## src/rtl/toggle_pkg.sv

```systemverilog
// Shared definitions for toggle-encoded event crossings: default widths,
// decoder FSM states and the INIT window length.
package toggle_pkg;

  localparam int CNT_W_DEF       = 4;
  localparam int SYNC_STAGES_DEF = 2;
  localparam int INIT_LEN_DEF    = SYNC_STAGES_DEF + 1;

  typedef enum logic {
    ST_INIT = 1'b0,
    ST_RUN  = 1'b1
  } toggle_state_e;

  // The chain plus the history flop must fill before edges mean anything.
  function automatic int init_len(input int sync_stages);
    return sync_stages + 1;
  endfunction

endpackage

```

## src/rtl/sync_chain.sv

```systemverilog
// Multi-flop synchroniser for a single asynchronous level, cleared to 0 by
// the synchronous active-low reset.
module sync_chain #(
  parameter int DEPTH = 2
) (
  input  logic clk0,
  input  logic rstn0,
  input  logic d_in,
  output logic d_out
);

  logic [DEPTH-1:0] chain_d;
  logic [DEPTH-1:0] chain_q;

  always_comb begin
    chain_d = {chain_q[DEPTH-2:0], d_in};
  end

  always_ff @(posedge clk0) begin
    if (!rstn0) begin
      chain_q <= '0;
    end else begin
      chain_q <= chain_d;
    end
  end

  assign d_out = chain_q[DEPTH-1];

endmodule

```

## src/rtl/toggle_decoder.sv

```systemverilog
// Turns a toggle-encoded level back into discrete events, buffers them in a
// saturating counter and hands them out one per valid/ready transfer.
module toggle_decoder
  import toggle_pkg::*;
#(
  parameter int CNT_W       = CNT_W_DEF,
  parameter int SYNC_STAGES = SYNC_STAGES_DEF
) (
  input  logic             clk0,
  input  logic             rstn0,
  input  logic             q0,
  output logic             ev_valid0,
  input  logic             ev_ready0,
  output logic [CNT_W-1:0] pend0,
  output logic             ovf0,
  input  logic             ovf_clr0,
  output logic             level0
);

  localparam int INIT_LEN = init_len(SYNC_STAGES);
  localparam int ICW      = (INIT_LEN > 1) ? $clog2(INIT_LEN) : 1;
  localparam logic [ICW-1:0]   INIT_LAST = ICW'(INIT_LEN - 1);
  localparam logic [CNT_W-1:0] PEND_MAX  = {CNT_W{1'b1}};

  logic             sync_out;
  logic             edge_det;
  logic             inc;
  logic             dec;
  logic             set_ovf;

  toggle_state_e    state_d,    state_q;
  logic [ICW-1:0]   init_cnt_d, init_cnt_q;
  logic             prev_d,     prev_q;
  logic [CNT_W-1:0] pend_d,     pend_q;
  logic             ovf_d,      ovf_q;

  sync_chain #(
    .DEPTH (SYNC_STAGES)
  ) u_sync (
    .clk0  (clk0),
    .rstn0 (rstn0),
    .d_in  (q0),
    .d_out (sync_out)
  );

  assign edge_det = (sync_out != prev_q);

  always_comb begin
    state_d    = state_q;
    init_cnt_d = init_cnt_q;
    prev_d     = sync_out;
    pend_d     = pend_q;
    ovf_d      = ovf_q;
    inc        = 1'b0;
    dec        = 1'b0;
    set_ovf    = 1'b0;

    case (state_q)
      // Edges seen while the chain fills are the reset-time baseline.
      ST_INIT: begin
        if (init_cnt_q == INIT_LAST) begin
          state_d = ST_RUN;
        end else begin
          init_cnt_d = init_cnt_q + 1'b1;
        end
      end
      ST_RUN: begin
        inc = edge_det;
        dec = ev_valid0 && ev_ready0;
        if (inc && !dec) begin
          if (pend_q == PEND_MAX) begin
            set_ovf = 1'b1;
          end else begin
            pend_d = pend_q + 1'b1;
          end
        end else if (dec && !inc) begin
          pend_d = pend_q - 1'b1;
        end
      end
      default: state_d = ST_INIT;
    endcase

    if (set_ovf) begin
      ovf_d = 1'b1;
    end else if (ovf_clr0) begin
      ovf_d = 1'b0;
    end
  end

  always_ff @(posedge clk0) begin
    if (!rstn0) begin
      state_q    <= ST_INIT;
      init_cnt_q <= '0;
      prev_q     <= 1'b0;
      pend_q     <= '0;
      ovf_q      <= 1'b0;
    end else begin
      state_q    <= state_d;
      init_cnt_q <= init_cnt_d;
      prev_q     <= prev_d;
      pend_q     <= pend_d;
      ovf_q      <= ovf_d;
    end
  end

  assign ev_valid0 = (pend_q != '0);
  assign pend0     = pend_q;
  assign ovf0      = ovf_q;
  assign level0    = sync_out;

endmodule

```

## config.mk

```make
export PLATFORM = sky130hd
export DESIGN_NAME = toggle_decoder
export DESIGN_NICKNAME = d
export VERILOG_FILES = /design/src/rtl/toggle_pkg.sv /design/src/rtl/sync_chain.sv /design/src/rtl/toggle_decoder.sv
export SDC_FILE = /design/constraint.sdc
export NUM_CORES = 1
export LEC_CHECK = 0
export ABC_AREA = 1
export ABC_CLOCK_PERIOD_IN_PS = 1800
export BUFFER_PORTS_ARGS = -buffer_cell sky130_fd_sc_hd__buf_2
export CAP_MARGIN = 20
export CORE_MARGIN = 3
export CORE_UTILIZATION = 40
export CTS_CLUSTER_SIZE = 24
export DETAILED_ROUTE_END_ITERATION = 10
export PLACE_DENSITY = 0.62
export SKIP_LAST_GASP = 1
export SLEW_MARGIN = 20
export SYNTH_ARGS = -nofsm -noshare
export SYNTH_HDL_FRONTEND = slang
export SYNTH_SLANG_ARGS = --single-unit
```

## constraint.sdc

```tcl
create_clock -name clk0 -period 1.8 [get_ports clk0]
set_input_delay 0.18 -clock clk0 [delete_from_list [all_inputs] [get_ports clk0]]
set_output_delay 0.18 -clock clk0 [all_outputs]
set_load 0.1 [all_outputs]
```

==> results.md, run 1 <==
- The flow ran to the end, and the final reports show no timing, DRC or antenna violations.
- In this run the critical register-to-register path is captured at pend0[2].
- Yosys attributes the largest share of cell area to dfxtp_1, nand2_1, inv_1.
- The headroom to the max-slew limit is 0.677.
- In this run the register-to-register setup slack is 110 ps.
- The total count of hold-check failures in the final report is 0.
- The sequential standard cell area is 239 um^2.
- The synthesized-area fraction occupied by adder cells is 0.0954.
- The share of the Yosys chip area taken by registers is 0.365.
- The core occupancy in the finished layout is 0.632.
- The wire length per cell is 11.0 um.
- The number of synthesis warnings is 0.
- The first-pass detailed-route iteration total is 4.
- The initial standard-cell utilization of the core is 0.447.
- The mux cell area share after synthesis is 0.
- Counting along the longest clock path gives a buffer depth of 2.
- The highest-delay cell along the critical path is fa_1.
- In the final layout, the multi-input gates occupy 399 um^2.
- Input and output buffers added on the ports amount to 11.
- The time the worst path needs with I/O delays and setup is 1690 ps.
- The sum of routed wire length over all layers is 1300 um.
- The instance count of the mapped netlist is 80.
- The number of slew-limit violations in the final report was 0.
- At the worst endpoint, the arrival time is 1880 ps.
- The leakage dissipation is 0.422 nW.
- STA puts the critical path data required time at 1990 ps.
- The detailed placer's ending HPWL is 961 um.
- The number of violations of the max-capacitance limit is 0.
- At the pin with the least slew margin, the transition time is 487 ps.
- The number of antenna repair diodes is 0.
- In the finished design, the share of the clock period the worst path needs comes to 0.936.
- The worst-case hold path end point is u_sync.chain_q[0].
- From bottom edge to top edge, the die measures 44.8 um.
- The longest individual stage delay on the worst path is 380 ps.
- The maximum net fanout on the critical path is 4.
- The classification of the worst setup path is flip-flop to flip-flop.
- STA classifies the critical path startpoint as a flip-flop.
- Detailed routing inserted a total of 555 vias.
- The via count of the first global-routing pass came to 497.
- In this run the core area contains 13 standard-cell rows.
- The worst setup path is captured at a flip-flop.
- The CTS tree is yes.
- The dominant combinational cell family by area after synthesis is simple AND/OR/NAND/NOR gates.
- The filler cells instantiated in the layout total 124.
- The number of hold-repair buffers added at the cts stage is 0.
- The synthesized net count is 89.
- Counting distinct cell types in the post-synthesis netlist gives 19.
- The average footprint of a synthesized cell is 7.54 um^2.
- The worst-case IR drop observed on VDD is 669 uV.
- In the layout the commonest cells are nand2_1, inv_1, buf_2.
- The most repeated library cell on the critical path is nand2_8.
- In the final layout, the share of cells above drive strength 1 is 0.437.
- The number of cells traversed by the worst register-to-register path is 9.
- The first global-routing pass estimated 2170 um of wire.
- Counting every sink on the clock net gives 11.
- The summed instance area of the synthesized netlist is 603 um^2.
- The flop and latch count out of synthesis is 11.
- The count of cells along the worst hold path is 3.
- The placer's final routability congestion estimate is 0.767.
- The residual DRC count is 0.
- For the worst-skew pair, the clock arrives at the later sink with an insertion delay of 270 ps.
- The detailed router finished its first iteration with 9 violations.
- The startpoint of the lowest-slack hold path is q0.
- The die covers 2010 um^2.
- The TritonCTS buffer count is 3.
- Derived from the worst setup path, the maximum achievable clock frequency is 0.593 GHz.
- The xor and xnor area share after synthesis is 0.0145.
- In this run the worst hold path is classified as primary input to flip-flop.
- The root buffer selected by CTS is clkbuf_4.
- Dividing the detail-routed via count by the number of cells gives 4.70.
- Traced cell by cell, the critical path runs through nor2_4 -> nand2_8 -> nand2_8 -> nand2_4 -> buf_4 -> fa_1 -> xor2_1 -> nand2_1 -> a21oi_1.
- The post-synthesis to final-layout area growth is 41.5%.
- The number of setup violations in the final report is 0.
- For this run the aggregate overflow at the end of global routing stands at 0.
- The residual antenna-violating net count after detailed routing is 0.
- The initial antenna violation count is 0.
- Clock-pin slew was measured on the worst setup and hold paths at 70 ps.
- In the global route stage, overall resource usage came out at 0.150.
- The share of synthesized area in the top cell type comes to 0.365.
- The overall die width is 44.8 um.
- Entering global routing, the biggest net connects 7 pins.
- Leaving out fill and tap cells, the most frequent cell in the layout is nand2_1.
- The power per standard cell area is 981 nW/um^2.
- In this run the count of I/O pins placed on the die edge is 12.
- The H-tree depth reported by CTS is 1.
- Across the routed clock network, the largest skew measured is 5.72 ps.
- The cell taking the most area after synthesis is dfxtp_1.
- The placeable core area is 1350 um^2.
- Hold is met by 104 ps.
- The compound-cell area share of the yosys netlist was 0.0788.
- The net count reported at finish is 113.
- Of the total synthesized cell area, the portion taken by AND, OR, NAND and NOR gates is 0.355.
- The beginning of the worst register-to-register path is pend0[0].
==> kinds of logic (layout without fill, tap and decap cells) <==
kind of cell,count (synthesis),count (layout)
flip-flops,11,11
AO/OA/AOI/OAI,9,9
adder cells (fa/ha/maj),4,4
buffers and inverters,14,37
XOR/XNOR,1,1
AND/OR/NAND/NOR,41,41
==> layer usage <==
layer / global-route usage / vias to the layer above / routed length [um]
met1: 0.194 / 245 / 556
met2: 0.226 / 12 / 664
met5: 0 / - / 0
li1: - / 296 / -
met3: 0.0359 / 2 / 62
met4: 0.0877 / 0 / 13
==> critical path, delay by kind of cell, from the launching register on <==
family | cells | cell delay, ps
DFF | 1 | 360
xor gates and xnor gates | 1 | 150
and+or+nand+nor | 5 | 440
adders and majority gates | 1 | 380
AOI/OAI and AO/OA | 1 | 120
buffers and inverters | 1 | 160
==> area by class of cell <==
| cell class | instances | area share |
|---|---|---|
| sequential | 11 | 0.280 |
| tap | 15 | 0.0220 |
| timing repair buffer | 19 | 0.135 |
| multi-input combinational | 55 | 0.468 |
| inverter | 14 | 0.0645 |
| clock buffer | 4 | 0.0308 |
==> cell usage after synthesis <==
master,count
a21oi_1,7
dfxtp_1,11
fa_1,1
ha_1,3
inv_1,12
inv_2,1
inv_4,1
nand2_1,21
nand2_2,2
nand2_4,3
nand3_1,4
nand3_2,1
nand4_1,1
nor2_1,7
nor2_2,1
nor2_8,1
o21a_1,1
o21ai_0,1
xor2_1,1
==> worst max-delay path by stage <==
stage	from	end	slack (ps)	depth (start not counted)
after floorplan	pend0[2]	pend0[3]	-150	15
after global placement	pend0[1]	pend0[3]	90	13
after detailed placement	pend0[0]	pend0[3]	80	13
after CTS	pend0[0]	pend0[3]	70	13
after global routing	pend0[0]	pend0[3]	-20	15
final	pend0[0]	pend0[2]	110	9
==> per-stage QoR <==
step | instances | setup WS [ps] | instance area [um^2] | total power [mW] | TNS (ps)
5_1_grt | 118 | -15.9 | 853 | 0.890 | -27.0
2_1_floorplan | 80 | -145 | 661 | 0.587 | -145
3_3_place_gp | 109 | 92.3 | 757 | 0.638 | 0
4_1_cts | 113 | 73.7 | 783 | 0.814 | 0
3_5_place_dp | 109 | 77.5 | 757 | 0.646 | 0
6_report | 118 | 115 | 853 | 0.837 | 0
==> flip-flops by register name, indices dropped and copies added, names as in the netlist <==
signal	count
ovf0	1
prev_q	1
pend0	4
u_sync.chain_q	2
init_cnt_q	2
state_q	1
==> timing repair <==
item / in CTS / in global routing
gates resized for setup: 0 / 7
buffers inserted: 0 / 5
endpoints found under the setup margin: 0 / 1
==> where the power goes <==
| part | total, mW | internal [mW] | switching [mW] | leakage (nW) |
|---|---|---|---|---|
| combinational | 0.370 | 0.119 | 0.250 | 0.314 |
| clock | 0.163 | 0.0857 | 0.0773 | 0.0150 |
| sequential | 0.304 | 0.277 | 0.0277 | 0.0938 |
Note: power is estimated with default switching activity, not from simulation.
==> inputs of run 2 (changes only) <==
--- a/config.mk
+++ b/config.mk
@@ -11,6 +11,7 @@
 export CAP_MARGIN = 20
 export CORE_MARGIN = 3
 export CORE_UTILIZATION = 40
+export CTS_BUF_LIST = sky130_fd_sc_hd__clkbuf_2
 export CTS_CLUSTER_SIZE = 24
 export DETAILED_ROUTE_END_ITERATION = 10
 export PLACE_DENSITY = 0.62
==> constraint.sdc (replaced) <==
create_clock -name clk0 -period 1.8 [get_ports clk0]
set_input_delay 0.36 -clock clk0 [delete_from_list [all_inputs] [get_ports clk0]]
set_output_delay 0.36 -clock clk0 [all_outputs]
set_load 0.1 [all_outputs]
==> results.md, run 2 (same netlist as run 1, synthesis figures left out) <==
- The run finished with clean final reports.
- The number of hold-repair buffers added at the cts stage is 0.
- The arrival time at the worst endpoint is 1850 ps.
- The class of the worst hold path is primary input to flip-flop.
- The die is 44.8 um tall.
- The via count of the first global-routing pass was 464.
- The path with the worst hold slack has its endpoint at u_sync.chain_q[0].
- The placeable core area is 1350 um^2.
- Using the TritonRoute via totals, the vias-per-cell ratio works out to 4.50.
- For this block, the initial DRC count from the detailed router was 6.
- Setup violations remaining at the end of the flow were counted as 0.
- The number of rows in the core area is 13.
- In this run the most critical hold path is launched from q0.
- Measured against its own limit, the worst slew margin works out to 0.676.
- In this run the worst path has a maximum fanout of 3.
- The count of cells along the worst hold path is 3.
- The number of slew-limit violations in the final report came to 0.
- In the routed design, unresolved DRC markers number 0.
- In this run the count of I/O pins placed on the die edge is 12.
- The wire-length estimate of the detail-placed layout is 886 um.
- At the pin with the least slew margin, the transition time is 489 ps.
- The number of violations of the max-capacitance limit is 0.
- The number of flip-flops in the largest register is 4.
- The clock reaches the later pin of the worst-skew pair after 240 ps.
- The initial standard-cell utilization of the core is 0.447.
- The core occupancy in the finished layout is 0.609.
- The worst setup path is of the flip-flop to flip-flop kind.
- Of the cells placed in the final design, the portion with a size suffix greater than 1 is 0.412.
- The count of port buffers added during placement is 11.
- In this run the power density over the cells is 973 nW/um^2.
- The worst path needs 1700 ps of the cycle, external delays included.
- The cell count after placement is 110.
- The wire length per cell is 9.62 um.
- The die area is 2010 um^2.
- Wires add up to 1130 um.
- Leaving out fill and tap cells, the most frequent cells in the layout are nand2_1, inv_1, buf_2.
- The final layout contains 112 nets.
- The via count of the routed design is 527.
- The maximum root-to-sink buffer count is 2.
- For the worst flop-to-flop path, the logic depth is 15.
- Across all register-to-register paths, the minimum setup slack is 100 ps.
- TritonCTS built the clock tree.
- The beginning of the worst register-to-register path is pend0[0].
- The global-route wire length before repair is 1850 um.
- In this run the top signal layer used is met4.
- The cell sitting at the root of the clock tree is a clkbuf_2.
- The ratio of final minimum period to clock period is 0.943.
- Once detail routing completed, the nets flagged for antenna violations numbered 0.
- The total count of hold-check failures in the final report is 0.
- The initial antenna violation count is 0.
- STA classifies the critical path startpoint as a flip-flop.
- The filler-free cell count of the finished design is 117.
- The placer's final routability congestion estimate is 0.787.
- The number of antenna diodes in the final layout is 0.
- Across the VDD grid, the largest voltage drop is 458 uV.
- The wire length on met1 is 561 um.
- Global routing finished with a remaining overflow of 0.
- The global-route usage over all layers is 0.128.
- The most common cell after layout, fill and taps aside is nand2_1.
- The clock slew at the register clock pins of the worst setup and hold paths is 100 ps.
- The worst clock skew is 2.42 ps.
- STA classifies the critical path endpoint as a flip-flop.
- The critical path data required time is 1950 ps.
- The first detailed-routing pass ran for 4 iterations.
- The TritonCTS buffer count is 3.
- The wire length on met2 is 507 um.
- The clock net sink count is 11.
- In this run the number of H-tree levels came out at 1.
- Entering global routing, the biggest net connects 7 pins.
- The floorplan step set the die width to 44.8 um.
- The highest achievable clock rate is 0.589 GHz.
- Detailed routing placed a total of 46 um of wire on met3.
- The analysis attributes to cell leakage a power of 0.418 nW.
- Compared with the post-synthesis result, the final layout area differs by 36.3%.
- The capture point of the worst reg-to-reg path is pend0[3].
==> run 2: cell types whose count changed in the layout (fill, tap and decap cells not counted), sizes merged <==
cell,before,now
buf,19,18
==> run 2: power breakdown <==
| group | switching (mW) | internal (mW) | leakage, nW |
|---|---|---|---|
| registers | 0.0261 | 0.276 | 0.0938 |
| clock network | 0.0757 | 0.0590 | 0.0166 |
| logic | 0.247 | 0.116 | 0.308 |
| total | 0.349 | 0.451 | 0.418 |
==> run 2: per-stage QoR <==
step                setup slack, ps  hold slack (ps)  instance area, um^2  power, mW  setup TNS, ps
finish                          102              289                  822      0.800              0
detailed placement             64.5              405                  764      0.644              0
CTS                            43.9              273                  785      0.783              0
global placement               90.2              405                  764      0.641              0
global route                  -4.11              281                  822      0.855          -4.11
floorplan                      -145              389                  661      0.587           -145
==> run 2: worst max-delay path: stages (launching register included) <==
cell and delay [ps]:
dfxtp_4 360, nor2_4 170, nand2_8 80, nand2_8 70
nand2_4 60, ha_1 270, nand2_1 60, nor2_1 40
nor2_2 130, inv_1 50, nand2_1 50, nand2_1 60
inv_2 60, nand3_1 70, nand2_1 60, nor2_1 30
==> run 2: per-layer routing <==
metal	vias to the layer above	global-route usage
met5	-	0
met4	0	0.0877
met3	2	0.0239
met2	8	0.206
met1	227	0.152
li1	290	-
==> run 2: worst max path at each step <==
stage                           to  depth (start not counted)  slack (ps)  startpoint
final                     pend0[3]                         15         100    pend0[0]
after CTS                 pend0[3]                         13          40    pend0[1]
after detailed placement  pend0[3]                         13          60    pend0[1]
after global placement    pend0[3]                         13          90    pend0[1]
after floorplan           pend0[3]                         15        -150    pend0[2]
after global routing      pend0[3]                         15          -4    pend0[0]
==> run 2: final cells by class <==
type | count | area (um^2)
Multi-Input combinational cell | 55 | 382
Fill cell | 135 | 528
Inverter | 14 | 55.1
Timing Repair Buffer | 18 | 108
Sequential cell | 11 | 239
Tap cell | 15 | 18.8
Clock buffer | 4 | 20.0
==> run 2: what timing repair did <==
| action | 4_1_cts | 5_1_grt |
|---|---|---|
| setup buffers | 0 | 3 |
| gates resized for setup | 0 | 4 |
| setup endpoints to repair | 0 | 1 |
